--- src/rtl/div_pkg.sv ---
// Purpose: shared constants and FSM state encoding for the iterative divider.
// Latency: n/a (declarations only).
// Backpressure: n/a.
package div_pkg;

    localparam int DIV_WIDTH = 64;
    // Wide enough to count DIV_WIDTH-1 down to 0.
    localparam int CNT_W     = $clog2(DIV_WIDTH);

    typedef enum logic [1:0] {
        S_IDLE = 2'd0,
        S_CALC = 2'd1,
        S_DONE = 2'd2
    } state_t;

endpackage

--- src/rtl/cla_nbit.sv ---
// Purpose: N-bit carry adder (sum = a + b + cin) with carry-out.
// Latency: combinational.
// Backpressure: none.
// Ports: a_i, b_i (N bits) operands; cin_i carry-in; sum_o (N bits) sum; cout_o carry-out.
module cla_nbit #(
    parameter int N = 65
) (
    input  logic [N-1:0] a_i,
    input  logic [N-1:0] b_i,
    input  logic         cin_i,
    output logic [N-1:0] sum_o,
    output logic         cout_o
);

    logic [N-1:0] gen;
    logic [N-1:0] prop;
    logic [N:0]   carry;

    assign gen  = a_i & b_i;
    assign prop = a_i ^ b_i;

    always_comb begin
        carry    = '0;
        carry[0] = cin_i;
        for (int i = 0; i < N; i++) begin
            carry[i+1] = gen[i] | (prop[i] & carry[i]);
        end
    end

    assign sum_o  = prop ^ carry[N-1:0];
    assign cout_o = carry[N];

endmodule

--- src/rtl/iter_64bit_div.sv ---
// Purpose: unsigned radix-2 restoring divider, one quotient bit per cycle.
// Latency: result valid WIDTH+1 cycles after accept; 1 cycle for divide-by-zero
//          (and for dividend<divisor when DIV_EARLY_OUT_EN is defined).
// Backpressure: single outstanding op; in_ready only in IDLE, result held until out_ready.
// Ports: clk/rst (async active-high); in_valid/in_ready + dividend/divisor operand handshake;
//        out_valid/out_ready + quotient/remainder/div_by_zero result handshake.
// Optional macro: DIV_EARLY_OUT_EN -- skips CALC when dividend < divisor.
module iter_64bit_div
    import div_pkg::*;
#(
    parameter int WIDTH = DIV_WIDTH
) (
    input  logic             clk,
    input  logic             rst,
    input  logic             in_valid,
    output logic             in_ready,
    input  logic [WIDTH-1:0] dividend,
    input  logic [WIDTH-1:0] divisor,
    output logic             out_valid,
    input  logic             out_ready,
    output logic [WIDTH-1:0] quotient,
    output logic [WIDTH-1:0] remainder,
    output logic             div_by_zero
);

    state_t             state_q, state_d;
    logic [CNT_W-1:0]   cnt_q, cnt_d;
    logic [WIDTH-1:0]   dvs_q, dvs_d;
    // quo_q starts as the dividend and shifts quotient bits in from the right.
    logic [WIDTH-1:0]   quo_q, quo_d;
    logic [WIDTH-1:0]   rem_q, rem_d;
    logic               dbz_q, dbz_d;

    logic [WIDTH:0]     shifted;
    logic [WIDTH:0]     sub_b;
    logic [WIDTH:0]     diff;
    logic               no_borrow;
    logic [WIDTH:0]     restored;
    logic               unused_rem_msb;

    // Partial remainder shifted left with the next dividend bit brought in.
    assign shifted = {rem_q, quo_q[WIDTH-1]};
    assign sub_b   = ~{1'b0, dvs_q};

    // shifted - divisor; carry-out set means the difference is non-negative.
    cla_nbit #(.N(WIDTH + 1)) u_sub (
        .a_i    (shifted),
        .b_i    (sub_b),
        .cin_i  (1'b1),
        .sum_o  (diff),
        .cout_o (no_borrow)
    );

    assign restored = no_borrow ? diff : shifted;
    // The kept remainder is always below the divisor, so its top bit is zero.
    assign unused_rem_msb = restored[WIDTH];

    always_ff @(posedge clk or posedge rst) begin
        if (rst) begin
            state_q <= S_IDLE;
            cnt_q   <= '0;
            dvs_q   <= '0;
            quo_q   <= '0;
            rem_q   <= '0;
            dbz_q   <= 1'b0;
        end else begin
            state_q <= state_d;
            cnt_q   <= cnt_d;
            dvs_q   <= dvs_d;
            quo_q   <= quo_d;
            rem_q   <= rem_d;
            dbz_q   <= dbz_d;
        end
    end

    always_comb begin
        state_d = state_q;
        cnt_d   = cnt_q;
        dvs_d   = dvs_q;
        quo_d   = quo_q;
        rem_d   = rem_q;
        dbz_d   = dbz_q;
        case (state_q)
            S_IDLE: begin
                if (in_valid) begin
                    dvs_d = divisor;
                    dbz_d = 1'b0;
                    if (divisor == '0) begin
                        quo_d   = '1;
                        rem_d   = dividend;
                        dbz_d   = 1'b1;
                        state_d = S_DONE;
                    end
`ifdef DIV_EARLY_OUT_EN
                    else if (dividend < divisor) begin
                        quo_d   = '0;
                        rem_d   = dividend;
                        state_d = S_DONE;
                    end
`endif
                    else begin
                        quo_d   = dividend;
                        rem_d   = '0;
                        cnt_d   = CNT_W'(WIDTH - 1);
                        state_d = S_CALC;
                    end
                end
            end
            S_CALC: begin
                rem_d = restored[WIDTH-1:0];
                quo_d = {quo_q[WIDTH-2:0], no_borrow};
                cnt_d = cnt_q - CNT_W'(1);
                if (cnt_q == '0) begin
                    state_d = S_DONE;
                end
            end
            S_DONE: begin
                if (out_ready) begin
                    state_d = S_IDLE;
                end
            end
            default: state_d = S_IDLE;
        endcase
    end

    assign in_ready    = (state_q == S_IDLE);
    assign out_valid   = (state_q == S_DONE);
    assign quotient    = quo_q;
    assign remainder   = rem_q;
    assign div_by_zero = dbz_q;

endmodule

--- config.mk ---
export PLATFORM = sky130hd
export DESIGN_NAME = iter_64bit_div
export DESIGN_NICKNAME = d
export VERILOG_FILES = /design/src/rtl/div_pkg.sv /design/src/rtl/cla_nbit.sv /design/src/rtl/iter_64bit_div.sv
export SDC_FILE = /design/constraint.sdc
export NUM_CORES = 1
export LEC_CHECK = 0
export CAP_MARGIN = 20
export CORE_MARGIN = 2
export CORE_UTILIZATION = 50
export DETAILED_ROUTE_END_ITERATION = 8
export MAX_ROUTING_LAYER = met4
export PLACE_DENSITY_LB_ADDON = 0.3
export REMOVE_ABC_BUFFERS = 1
export SETUP_SLACK_MARGIN = 0.02
export SYNTH_ARGS = -nofsm -noshare
export SYNTH_HDL_FRONTEND = slang
export SYNTH_SLANG_ARGS = --single-unit
--- constraint.sdc ---
create_clock -name clk -period 69.8 [get_ports clk]
set_input_delay 6.98 -clock clk [delete_from_list [all_inputs] [get_ports clk]]
set_output_delay 6.98 -clock clk [all_outputs]
set_load 0.05 [all_outputs]
* Yosys cells after proc, flatten, opt, wreduce, memory -nomap -nowiden
Index checks and enable logic that the tools add are counted.
** Storage, ports and cells
- Register bits after elaboration :: 201
- Bits of input ports :: 132
- Output and inout bits :: 131
- Word-level logic and storage cells :: 170
** Cells by class
- Add/sub/neg operators :: 1
- Equality and inequality tests :: 6
- Multiplexer cells :: 16
- Bitwise gates (word level) :: 133
- Reduce and logical (&&, ||, !) cells :: 8
** Operators with widths (number)
- $mux 64 :: 5
- $pmux 64 s2 :: 2
- $and 65x65->65 :: 1
- $not 64->65 :: 1
- $or 1x1->1 :: 65
- $xor 65x65->65 :: 1
- $and 1x1->1 :: 64
- $logic_not 64->1 :: 1
- $xor 64x64->64 :: 1
- $mux 6 :: 2
- $pmux 6 s2 :: 1
- $mux 2 :: 4
- $logic_not 6->1 :: 1
- $ne 2x2->1 const B :: 3
- $pmux 2 s3 :: 1
- $reduce_and 3->1 :: 2
- $sub 6x1->6 const B :: 1
- $reduce_and 2->1 :: 2
- $eq 2x1->1 const B :: 1
- $eq 2x2->1 const B :: 1
- $logic_not 2->1 :: 1
- $ne 2x1->1 const B :: 1
- $reduce_bool 2->1 :: 1
- $mux 1 :: 1

* Depth between registers and ports, before layout
Gate-level depths: netlist of run 1.
- Depth in word-level cells :: 133
- Depth in mapped cells :: 72
- Depth with buffers taken out :: 70

* Modules after synthesis
From an unflattened synthesis of run 1, not the netlist that was laid out.
** Second synthesis, totals
- Cells, all modules :: 1141
- Area, all modules :: 10969.3 µm²
** Modules (own cells, without submodules)
- iter_64bit_div :: times used 1, cells an instance 1066, area an instance 9630.5 µm², sequential area each 5029.8 µm²
- cla_nbit :: times used 1, cells an instance 75, area an instance 1338.8 µm², sequential area each 0.0 µm²

* Worst setup path after synthesis of run 1
Ideal clock, no wire load.
- Kind :: reg-to-reg
- From :: reg quo_q[63] (netlist: quotient[63])
- To :: reg rem_q[2] (netlist: remainder[2])
- Library setup time :: 0.140 ns
- Data arrival time :: 25.615 ns
- Required time :: 69.660 ns
- Setup slack :: 44.046 ns
- Cell stages (with the launch flop) :: 73
- Buffers on the path :: 2
- Clock period less this slack :: 25.754 ns
- Path through :: dfrtp_1 > inv_1 > ha_1 > fa_1 > fa_1 > fa_1 > fa_1 > fa_1 > fa_1 > fa_1 > fa_1 > fa_1 > fa_1 > fa_1 > fa_1 > fa_1 > fa_1 > fa_1 > [37 not listed] > fa_1 > fa_1 > fa_1 > fa_1 > fa_1 > fa_1 > fa_1 > fa_1 > fa_1 > fa_1 > inv_1 > fa_1 > or2_2 > clkbuf_1 > clkbuf_1 > nand2_1 > o211ai_1 > o221ai_1
** Between the ends
- Cells in the longest elaborated chain, start to end :: 132
- Elaborated cells on any way between the ends :: 134
- Classes of those cells :: mux: 2; bitwise: 132
** RTL lines
- from (decl) :: RTL line iter_64bit_div.sv:30 : logic [WIDTH-1:0] quo_q, quo_d;
- from (signal assigned) :: RTL line iter_64bit_div.sv:70 : quo_q <= quo_d;
- $and 65x65->65 or $xor 65x65->65 (tied branches) :: RTL line cla_nbit.sv:19, cla_nbit.sv:20
- $or 1x1->1 * :: RTL line cla_nbit.sv:26 : carry[i+1] = gen[i] | (prop[i] & carry[i]);
- $and 1x1->1 * :: RTL line cla_nbit.sv:26
- $or 1x1->1 * :: RTL line cla_nbit.sv:26
- $and 1x1->1 :: RTL line cla_nbit.sv:26
- $or 1x1->1 :: RTL line cla_nbit.sv:26
- $and 1x1->1 :: RTL line cla_nbit.sv:26
- $or 1x1->1 :: RTL line cla_nbit.sv:26
- [116 not listed]
- $and 1x1->1 :: RTL line cla_nbit.sv:26
- $or 1x1->1 :: RTL line cla_nbit.sv:26
- $and 1x1->1 :: RTL line cla_nbit.sv:26
- $or 1x1->1 :: RTL line cla_nbit.sv:26
- $and 1x1->1 :: RTL line cla_nbit.sv:26
- $or 1x1->1 :: RTL line cla_nbit.sv:26
- $mux 64 * :: RTL line iter_64bit_div.sv:54 : assign restored = no_borrow ? diff : shifted;
- $pmux 64 s2 * :: RTL line iter_64bit_div.sv:83 : case (state_q)
- to (signal assigned) :: RTL line iter_64bit_div.sv:71 : rem_q <= rem_d;
- to (decl) :: RTL line iter_64bit_div.sv:31 : logic [WIDTH-1:0] rem_q, rem_d;
Mark *: on every way between the ends. The rest lies on a longest branch, timed or not.
A chain may end at the register's enable or synchronous reset.

* Worst setup path after layout of run 1
- From :: reg quo_q[63] (netlist: quotient[63])
- To :: reg rem_q[50] (netlist: remainder[50])
** Between the ends
- Cells in the longest elaborated chain, start to end :: 132
- Elaborated cells on any way between the ends :: 134
- Classes of those cells :: mux: 2; bitwise: 132
** RTL lines (RTL line)
- $and 65x65->65 or $xor 65x65->65 (tied branches) :: cla_nbit.sv:19, cla_nbit.sv:20
- $or 1x1->1 * :: cla_nbit.sv:26
- $and 1x1->1 * :: cla_nbit.sv:26
- $or 1x1->1 * :: cla_nbit.sv:26
- $and 1x1->1 * :: cla_nbit.sv:26
- $or 1x1->1 * :: cla_nbit.sv:26
- $and 1x1->1 * :: cla_nbit.sv:26
- $or 1x1->1 * :: cla_nbit.sv:26
- [116 not listed]
- $and 1x1->1 :: cla_nbit.sv:26
- $or 1x1->1 :: cla_nbit.sv:26
- $and 1x1->1 :: cla_nbit.sv:26
- $or 1x1->1 :: cla_nbit.sv:26
- $and 1x1->1 :: cla_nbit.sv:26
- $or 1x1->1 :: cla_nbit.sv:26
- $mux 64 * :: iter_64bit_div.sv:54
- $pmux 64 s2 * :: iter_64bit_div.sv:83
Marked as above.

==> results.tsv, run 1 <==
stage	metric	value	unit
clock_network	clock-sinks	201	
yosys	synth-seq-cells	201	
clock_network	root_buffer	clkbuf_16	
min_path	whs_path_depth	2	
drt	vias	9945	
layout	fin_nets	1589	
yosys	yosysUniqueCellTypes	36	
die	die_width	151.0	µm
min_path	hold_start	dvs_q[22]	
timing	finalCriticalPeriod	27.77	ns
worst_setup_path	start_kind	flop	
worst_setup_path	critPathSlowestCell	or2_4	
worst_setup_path	r2r-start	quotient[63]	
global_routing	grt_pass1_vias	10002	
yosys	synth_edf_count	0	
timing	worst_slew_pin_slew	1.139	ns
die	std_cell_rows	53	
timing	clock.fmax	0.03602	GHz
timing	tns	0	ns
die	ios	263	
worst_setup_path	path_max_fanout	82	
die	initial_core_util	0.5126	
die	dieArea	22810	µm²
flow_run	maxCapViolCount	0	
worst_setup_path	critPathMaxStageDelay	0.84	ns
clock_network	cts_max_level	1	
timing	relSlewSlack	0.2387	
timing	maxSlewViolCount	0	
drt	postRouteAntennaNets	0	
global_routing	grt_overflow	0	
layout	design_area	14330	µm²
yosys	synthCells	1193	
yosys	yosys_warnings	0	
timing	rsz0062_at_grt	false	
layout	fillers	1662	
clock_network	cts_resized	0	
drt	drt-total-wl	33.68	mm
pwr	power.density	61.78	nW/µm²
clock_network	clkTransAtPathRegs	0.06	ns
timing	setup_viol	0	
yosys	synthesis.area	10810	µm²
global_routing	grt_use_total	0.3029	
layout	drive_gt1_frac	0.04190	
die	die_h	151.0	µm
worst_setup_path	ff2ff_path_depth	70	
clock_network	cts_buffers	23	
drt	drtIter0Drc	684	
place	hpwlAfterDp	21.88	mm
pwr	ir_drop	0.04424	mV
yosys	syn-mean-instance-area	9.060	µm²
clock_network	clock_latency	0.52	ns
worst_setup_path	r2r_setup_slack	42.03	ns
worst_setup_path	reg2reg_to	remainder[50]	
pwr	p_leak	5.854	nW
clock_network	cts_tree	yes	
yosys	yosysSeqAreaShare	0.4653	
clock_network	post_cts_buffers	0	
die	core-area	21090	µm²
clock_network	clock_path_buffers	3	
worst_setup_path	crit_path_end_kind	flop	
worst_setup_path	crit_required	70.16	ns
place	port_buffers	262	
layout	syn_to_final_growth	32.53	%
worst_setup_path	path_class	reg2reg	
global_routing	antenna_found_initial	1	
status	status	complete, no violations	
yosys	ys.flop_type	dfrtp_1	
worst_setup_path	cp_num_buf_inv	2	
place	dpl-instance-area	13490	µm²
clock_network	postCtsHoldBufs	0	
yosys	async_reset_ff_frac	1.000	
drt	route.detailed.drc	0	
global_routing	grt_max_degree	143	
min_path	hp-class	reg2reg	
worst_setup_path	timing.critical_path.mode_cell	fa_1	
place	gp_congestion	0.8536	
timing	fin_skew	0.009891	ns
worst_setup_path	cpLargestDelayFamily	adder cells	
drt	wire_per_inst	20.00	µm
min_path	hold_end	dvs_q[22]	
global_routing	grt_pass1_wl	52.94	mm
worst_setup_path	critPathArrivalTime	28.12	ns
timing	hold_viol_final	0	
drt	drtPass1Iterations	7	
timing	period_share	0.3978	
drt	vias_per_cell	5.906	
state kept, by name (all words and copies together), names as in the netlist:
name	cells
state_q	2
cnt_q	6
dvs_q	64
remainder	64
div_by_zero	1
quotient	64
layout make-up:
type | instances | area, µm² | share of cell area
Clock inverter | 7 | 116.4 | 0.008123
Timing Repair Buffer | 274 | 2753 | 0.1922
Tap cell | 275 | 344.1 | 0.02402
Multi-Input combinational cell | 820 | 5144 | 0.3591
Sequential cell | 201 | 5031 | 0.3512
Inverter | 71 | 274.0 | 0.01913
Clock buffer | 35 | 660.6 | 0.04612
Antenna cell | 1 | 2.502 | 0.0001747
tightest hold or removal path: cells and delay by family (launching register included):
kind | cells | cell delay [ns]
DFF | 1 | 0.36
and+or+nand+nor | 2 | 0.11
how the worst max path moves through the flow:
stage	cells past startpoint	end	from
6_report	70	remainder[50]	quotient[63]
5_1_grt	70	remainder[50]	quotient[63]
3_3_place_gp	70	remainder[50]	quotient[63]
2_1_floorplan	70	remainder[0]	quotient[63]
4_1_cts	70	remainder[50]	quotient[63]
3_5_place_dp	70	remainder[50]	quotient[63]
cell usage after synthesis (2+ instances only):
master | count | area share
a21oi_1 | 112 | 0.052
nor4_1 | 17 | 0.0098
buf_1 | 9 | 0.0031
buf_2 | 9 | 0.0042
nor2_1 | 9 | 0.0031
nand3_1 | 5 | 0.0023
dfrtp_1 | 201 | 0.47
nor3_1 | 111 | 0.051
inv_1 | 71 | 0.025
xor2_1 | 2 | 0.0016
o21ai_0 | 57 | 0.026
nand2_1 | 275 | 0.095
nand4_1 | 4 | 0.0023
a31o_2 | 2 | 0.0016
o22ai_1 | 65 | 0.038
o211ai_1 | 18 | 0.013
fa_1 | 63 | 0.12
buf_6 | 3 | 0.0031
clkbuf_1 | 80 | 0.028
a211oi_1 | 45 | 0.031
ha_1 | 3 | 0.0035
o221ai_1 | 18 | 0.015
placed cells by master, fill, tap and decap left out, types with 17 or more instances in the layout:
cell,n
a211oi_1,45
a21oi_1,112
clkbuf_16,23
clkdlybuf4s50_1,262
dfrtp_1,200
fa_1,62
inv_1,70
nand2_1,274
nor3_1,111
nor4_1,17
o211ai_1,18
o21ai_0,57
o221ai_1,18
o22ai_1,65
kinds of logic after synthesis:
family	after synthesis	synth area share
fa+ha+maj	66	0.1202
simple gates	430	0.1707
compound gates	322	0.1793
flops	201	0.4653
xor+xnor	2	0.001621
buf+inv	172	0.06285
per-layer routing:
metal / vias to the layer above / track usage / wire length, µm
li1: 4545 / - / -
met1: 4877 / 0.4152 / 14070
met2: 457 / 0.4698 / 15770
met3: 66 / 0.04849 / 2955
met4: 0 / 0.09299 / 885
met5: - / - / 0
through the flow:
stage / cells / power [mW] / utilization / hold slack (ns) / setup WS [ns]
2_1_floorplan: 1092 / 0.5791 / - / 0.4497 / 42.75
3_3_place_gp: 1639 / 0.7364 / 0.6397 / 0.4851 / 42.24
3_5_place_dp: 1639 / 0.7524 / 0.6397 / 0.4980 / 41.71
4_1_cts: 1681 / 0.8823 / 0.6766 / 0.5069 / 41.62
5_1_grt: 1684 / 0.9477 / 0.6793 / 0.5281 / 41.27
6_report: 1684 / 0.8850 / 0.6793 / 0.5041 / 42.03
power by group:
group | switching [mW] | internal (mW)
registers | 0.0522 | 0.173
clock network | 0.0492 | 0.0763
logic | 0.344 | 0.190
Power figures use the tool's default switching activity.
==> run 2: changes to the inputs <==
- CORE_UTILIZATION: 50 -> 46
- clock period: 69.8 -> 22.7 ns (I/O delays scaled with it)
==> results.tsv, run 2 (same netlist as run 1, synthesis figures left out) <==
stage	metric	value	unit
worst_setup_path	critPathMaxStageDelay	0.40	ns
timing	period_share	1.049	
global_routing	grt_pass1_vias	10340	
worst_setup_path	crit_required	23.03	ns
clock_network	cts_max_level	1	
min_path	hp-class	reg2reg	
global_routing	grt_max_degree	140	
worst_setup_path	critPathArrivalTime	24.14	ns
timing	hold_viol_final	0	
clock_network	root_buffer	clkbuf_16	
clock_network	cts_buffers	23	
timing	maxSlewViolCount	0	
drt	drtIter0Drc	728	
worst_setup_path	critPathSlowestCell	fa_2	
drt	postRouteAntennaNets	0	
place	pre_cts_ws	-3.792	ns
die	std_cell_rows	56	
die	core-area	23260	µm²
layout	syn_to_final_growth	41.37	%
worst_setup_path	start_kind	flop	
min_path	whs_path_depth	2	
die	die_width	157.3	µm
drt	vias_per_cell	5.754	
drt	vias	10207	
timing	relSlewSlack	0.3023	
worst_setup_path	path_class	reg2reg	
place	port_buffers	262	
clock_network	clock_path_buffers	3	
clock_network	clock_latency	0.51	ns
layout	fillers	1904	
die	initial_core_util	0.4647	
drt	drt-total-wl	36.00	mm
layout	post-route-util	0.6569	
die	dieArea	24740	µm²
status	status	finished, violations left	
place	gp_congestion	0.8603	
drt	wire_per_inst	20.29	µm
clock_network	clkTransAtPathRegs	0.06	ns
clock_network	clock-sinks	201	
drt	drtPass1Iterations	7	
layout	fin_nets	1638	
status	violations	negative setup slack	
timing	setup_viol	65	
global_routing	antenna_found_initial	2	
layout	drive_gt1_frac	0.1335	
layout	finalNonFillerCells	1774	
timing	rsz0062_at_grt	true	
layout	final_cell_mix	nand2_1 (265), clkdlybuf4s50_1 (262), dfrtp_1 (200)	
worst_setup_path	path_max_fanout	8	
global_routing	grt_overflow	0	
timing	worst_slack	-1.102	ns
worst_setup_path	crit_path_end_kind	flop	
global_routing	grt_use_total	0.2961	
die	die_h	157.3	µm
worst_setup_path	timing.critical_path.mode_cell	fa_2	
timing	finalCriticalPeriod	23.80	ns
timing	fin_skew	0.01096	ns
timing	clock.fmax	0.04201	GHz
layout	final_common_cell	nand2_1	
flow_run	maxCapViolCount	0	
place	dp.cells	1704	
place	hpwlAfterDp	21.94	mm
clock_network	postCtsHoldBufs	0	
die	ios	263	
worst_setup_path	ff2ff_path_depth	74	
drt	route.detailed.drc	0	
clock_network	cts_tree	yes	
timing	worst_slew_pin_slew	1.047	ns
global_routing	grt_pass1_wl	56.13	mm
-- run 2: through the flow --
stage	TNS, ns	hold WS [ns]	instance area [µm²]
after floorplan	-281.37	0.4497	10400
final	-65.25	0.5019	15280
after global placement	-221.72	0.4657	13770
after CTS	-85.39	0.4978	15090
after detailed placement	-243.44	0.4761	13770
after global routing	-94.83	0.5269	15280
-- run 2: final timing paths --
path                            endpoint          from  slack, ns
setup / recovery           remainder[26]  quotient[63]      -1.10
hold / removal               div_by_zero   div_by_zero       0.50
setup reg to reg           remainder[26]  quotient[63]      -1.10
hold reg to reg              div_by_zero   div_by_zero       0.50
max in group asynchronous  remainder[63]           rst      18.80
min in group asynchronous  remainder[17]           rst       2.40
-- run 2: critical path: cells and delay by family (launching register included) --
kind,cells,cell delay [ns]
compound gates,2,0.21
flops,1,0.35
buf+inv,6,0.56
fa+ha+maj,64,22.26
simple gates,2,0.20
-- run 2: per-layer routing --
metal,wire [µm],GRT usage,part of all wire,vias up
li1,-,-,-,4637
met1,15130,0.4019,0.42,5044
met2,16830,0.4537,0.47,444
met3,2932,0.05782,0.081,82
met4,1107,0.09091,0.031,0
met5,0,-,0,-
-- run 2: timing repair --
action                                  CTS  global route
cloned                                    9             1
resized for setup                       102            41
pin swaps                                34            25
endpoints found under the setup margin   65            65
setup buffers                            11            11
-- run 2: area by class of cell --
cell class                 count  area, µm²  area share
multi-input combinational    820       5434      0.3556
sequential                   201       5031      0.3292
timing repair buffer         323       3426      0.2242
clock buffer                  34      666.9     0.04364
tap                          319      399.1     0.02612
inverter                      71      274.0     0.01793
clock inverter                 4      45.04    0.002948
antenna                        2      5.005   0.0003275
Power of run 2 is not shown: default switching activity piles up to over one toggle a cycle in this logic, so the estimate is an artifact.
==> run 3: changes to the inputs <==
- SKIP_CTS_REPAIR_TIMING: unset -> 1
==> results.tsv, run 3 (same netlist as run 1, synthesis figures left out) <==
stage	metric	value	unit
status	status	finished, violations left	
status	violations	negative setup slack	
worst_setup_path	start_kind	flop	
place	gp_congestion	0.8603	
flow_run	maxCapViolCount	0	
die	die_width	157.3	µm
clock_network	cts_max_level	1	
die	initial_core_util	0.4647	
clock_network	clock-sinks	201	
drt	drtPass1Iterations	5	
clock_network	clock_latency	0.51	ns
layout	post-route-util	0.6483	
global_routing	grt_pass1_wl	53.97	mm
clock_network	root_buffer	clkbuf_16	
timing	fin_skew	0.007684	ns
timing	period_share	1.068	
worst_setup_path	crit_path_end_kind	flop	
timing	worst_slack	-1.542	ns
worst_setup_path	critPathMaxStageDelay	0.44	ns
timing	rsz0062_at_grt	true	
worst_setup_path	r2r-start	quotient[63]	
place	port_buffers	262	
global_routing	antenna_found_initial	1	
place	hpwlAfterDp	21.94	mm
clock_network	cts_buffers	23	
drt	postRouteAntennaNets	0	
min_path	hp-class	reg2reg	
worst_setup_path	crit_required	23.03	ns
global_routing	grt_overflow	0	
timing	finalCriticalPeriod	24.24	ns
clock_network	clkTransAtPathRegs	0.06	ns
timing	tns	-90.85	ns
drt	drtIter0Drc	703	
layout	syn_to_final_growth	39.52	%
worst_setup_path	timing.critical_path.mode_cell	fa_2	
place	dp.cells	1704	
timing	setup_viol	65	
worst_setup_path	critPathArrivalTime	24.57	ns
worst_setup_path	critPathSlowestCell	fa_2	
drt	route.detailed.drc	0	
clock_network	cts_tree	yes	
worst_setup_path	reg2reg_to	remainder[21]	
timing	worst_slew_pin_slew	1.060	ns
global_routing	grt_use_total	0.2828	
layout	fin_nets	1627	
drt	wire_per_inst	20.23	µm
min_path	hold_end	div_by_zero	
min_path	whs_path_depth	2	
layout	drive_gt1_frac	0.1318	
die	core-area	23260	µm²
layout	design_area	15080	µm²
global_routing	grt_max_degree	140	
worst_setup_path	r2r_setup_slack	-1.54	ns
worst_setup_path	ff2ff_path_depth	71	
die	std_cell_rows	56	
die	dieArea	24740	µm²
worst_setup_path	path_class	reg2reg	
layout	final_cell_mix	clkdlybuf4s50_1 (262), nand2_1 (257), dfrtp_1 (200)	
worst_setup_path	path_max_fanout	7	
timing	clock.fmax	0.04125	GHz
timing	hold_viol_final	0	
place	dpl-instance-area	13770	µm²
clock_network	clock_path_buffers	3	
die	die_h	157.3	µm
drt	vias_per_cell	5.784	
global_routing	grt_pass1_vias	10189	
layout	finalNonFillerCells	1762	
min_path	hold_start	div_by_zero	
timing	relSlewSlack	0.2934	
layout	final_common_cell	clkdlybuf4s50_1	
drt	vias	10192	
drt	drt-total-wl	35.65	mm
die	ios	263	
timing	maxSlewViolCount	0	
-- run 3: worst max path at each step --
stage | start | endpoint | slack (ns) | cells past startpoint
finish | quotient[63] | remainder[21] | -1.54 | 71
CTS | quotient[63] | remainder[61] | -3.86 | 71
global placement | quotient[63] | remainder[59] | -3.45 | 71
global route | quotient[63] | remainder[23] | -1.96 | 71
detailed placement | quotient[63] | remainder[50] | -3.79 | 71
floorplan | quotient[63] | remainder[0] | -4.35 | 70
-- run 3: cell type report --
type	count	area, µm²
inverters	71	274.0
multi-input cells	821	5468
diodes	1	2.502
fillers	1922	8182
well taps	319	399.1
repair buffers	311	3194
clock inverters	4	45.04
clock buffers	34	666.9
flip-flops and latches	201	5031
-- run 3: worst max-delay path, delay by kind of cell (launching register included) --
kind	cells	cell delay, ns
simple gates	1	0.27
compound gates	3	0.38
flops	1	0.35
fa+ha+maj	64	22.67
buf+inv	3	0.35
-- run 3: per-stage QoR --
| stage | setup WS (ns) | hold WS (ns) |
|---|---|---|
| final | -1.542 | 0.5015 |
| after global routing | -1.958 | 0.5324 |
| after CTS | -3.856 | 0.4936 |
| after detailed placement | -3.792 | 0.4761 |
| after global placement | -3.451 | 0.4657 |
| after floorplan | -4.351 | 0.4497 |
-- run 3: layer usage --
| metal | wire length (µm) | track usage |
|---|---|---|
| met2 | 16610 | 0.4325 |
| met1 | 15200 | 0.3886 |
| met5 | 0 | - |
| met4 | 997 | 0.08701 |
| met3 | 2838 | 0.04901 |
Power of run 3 is left out for the same reason.
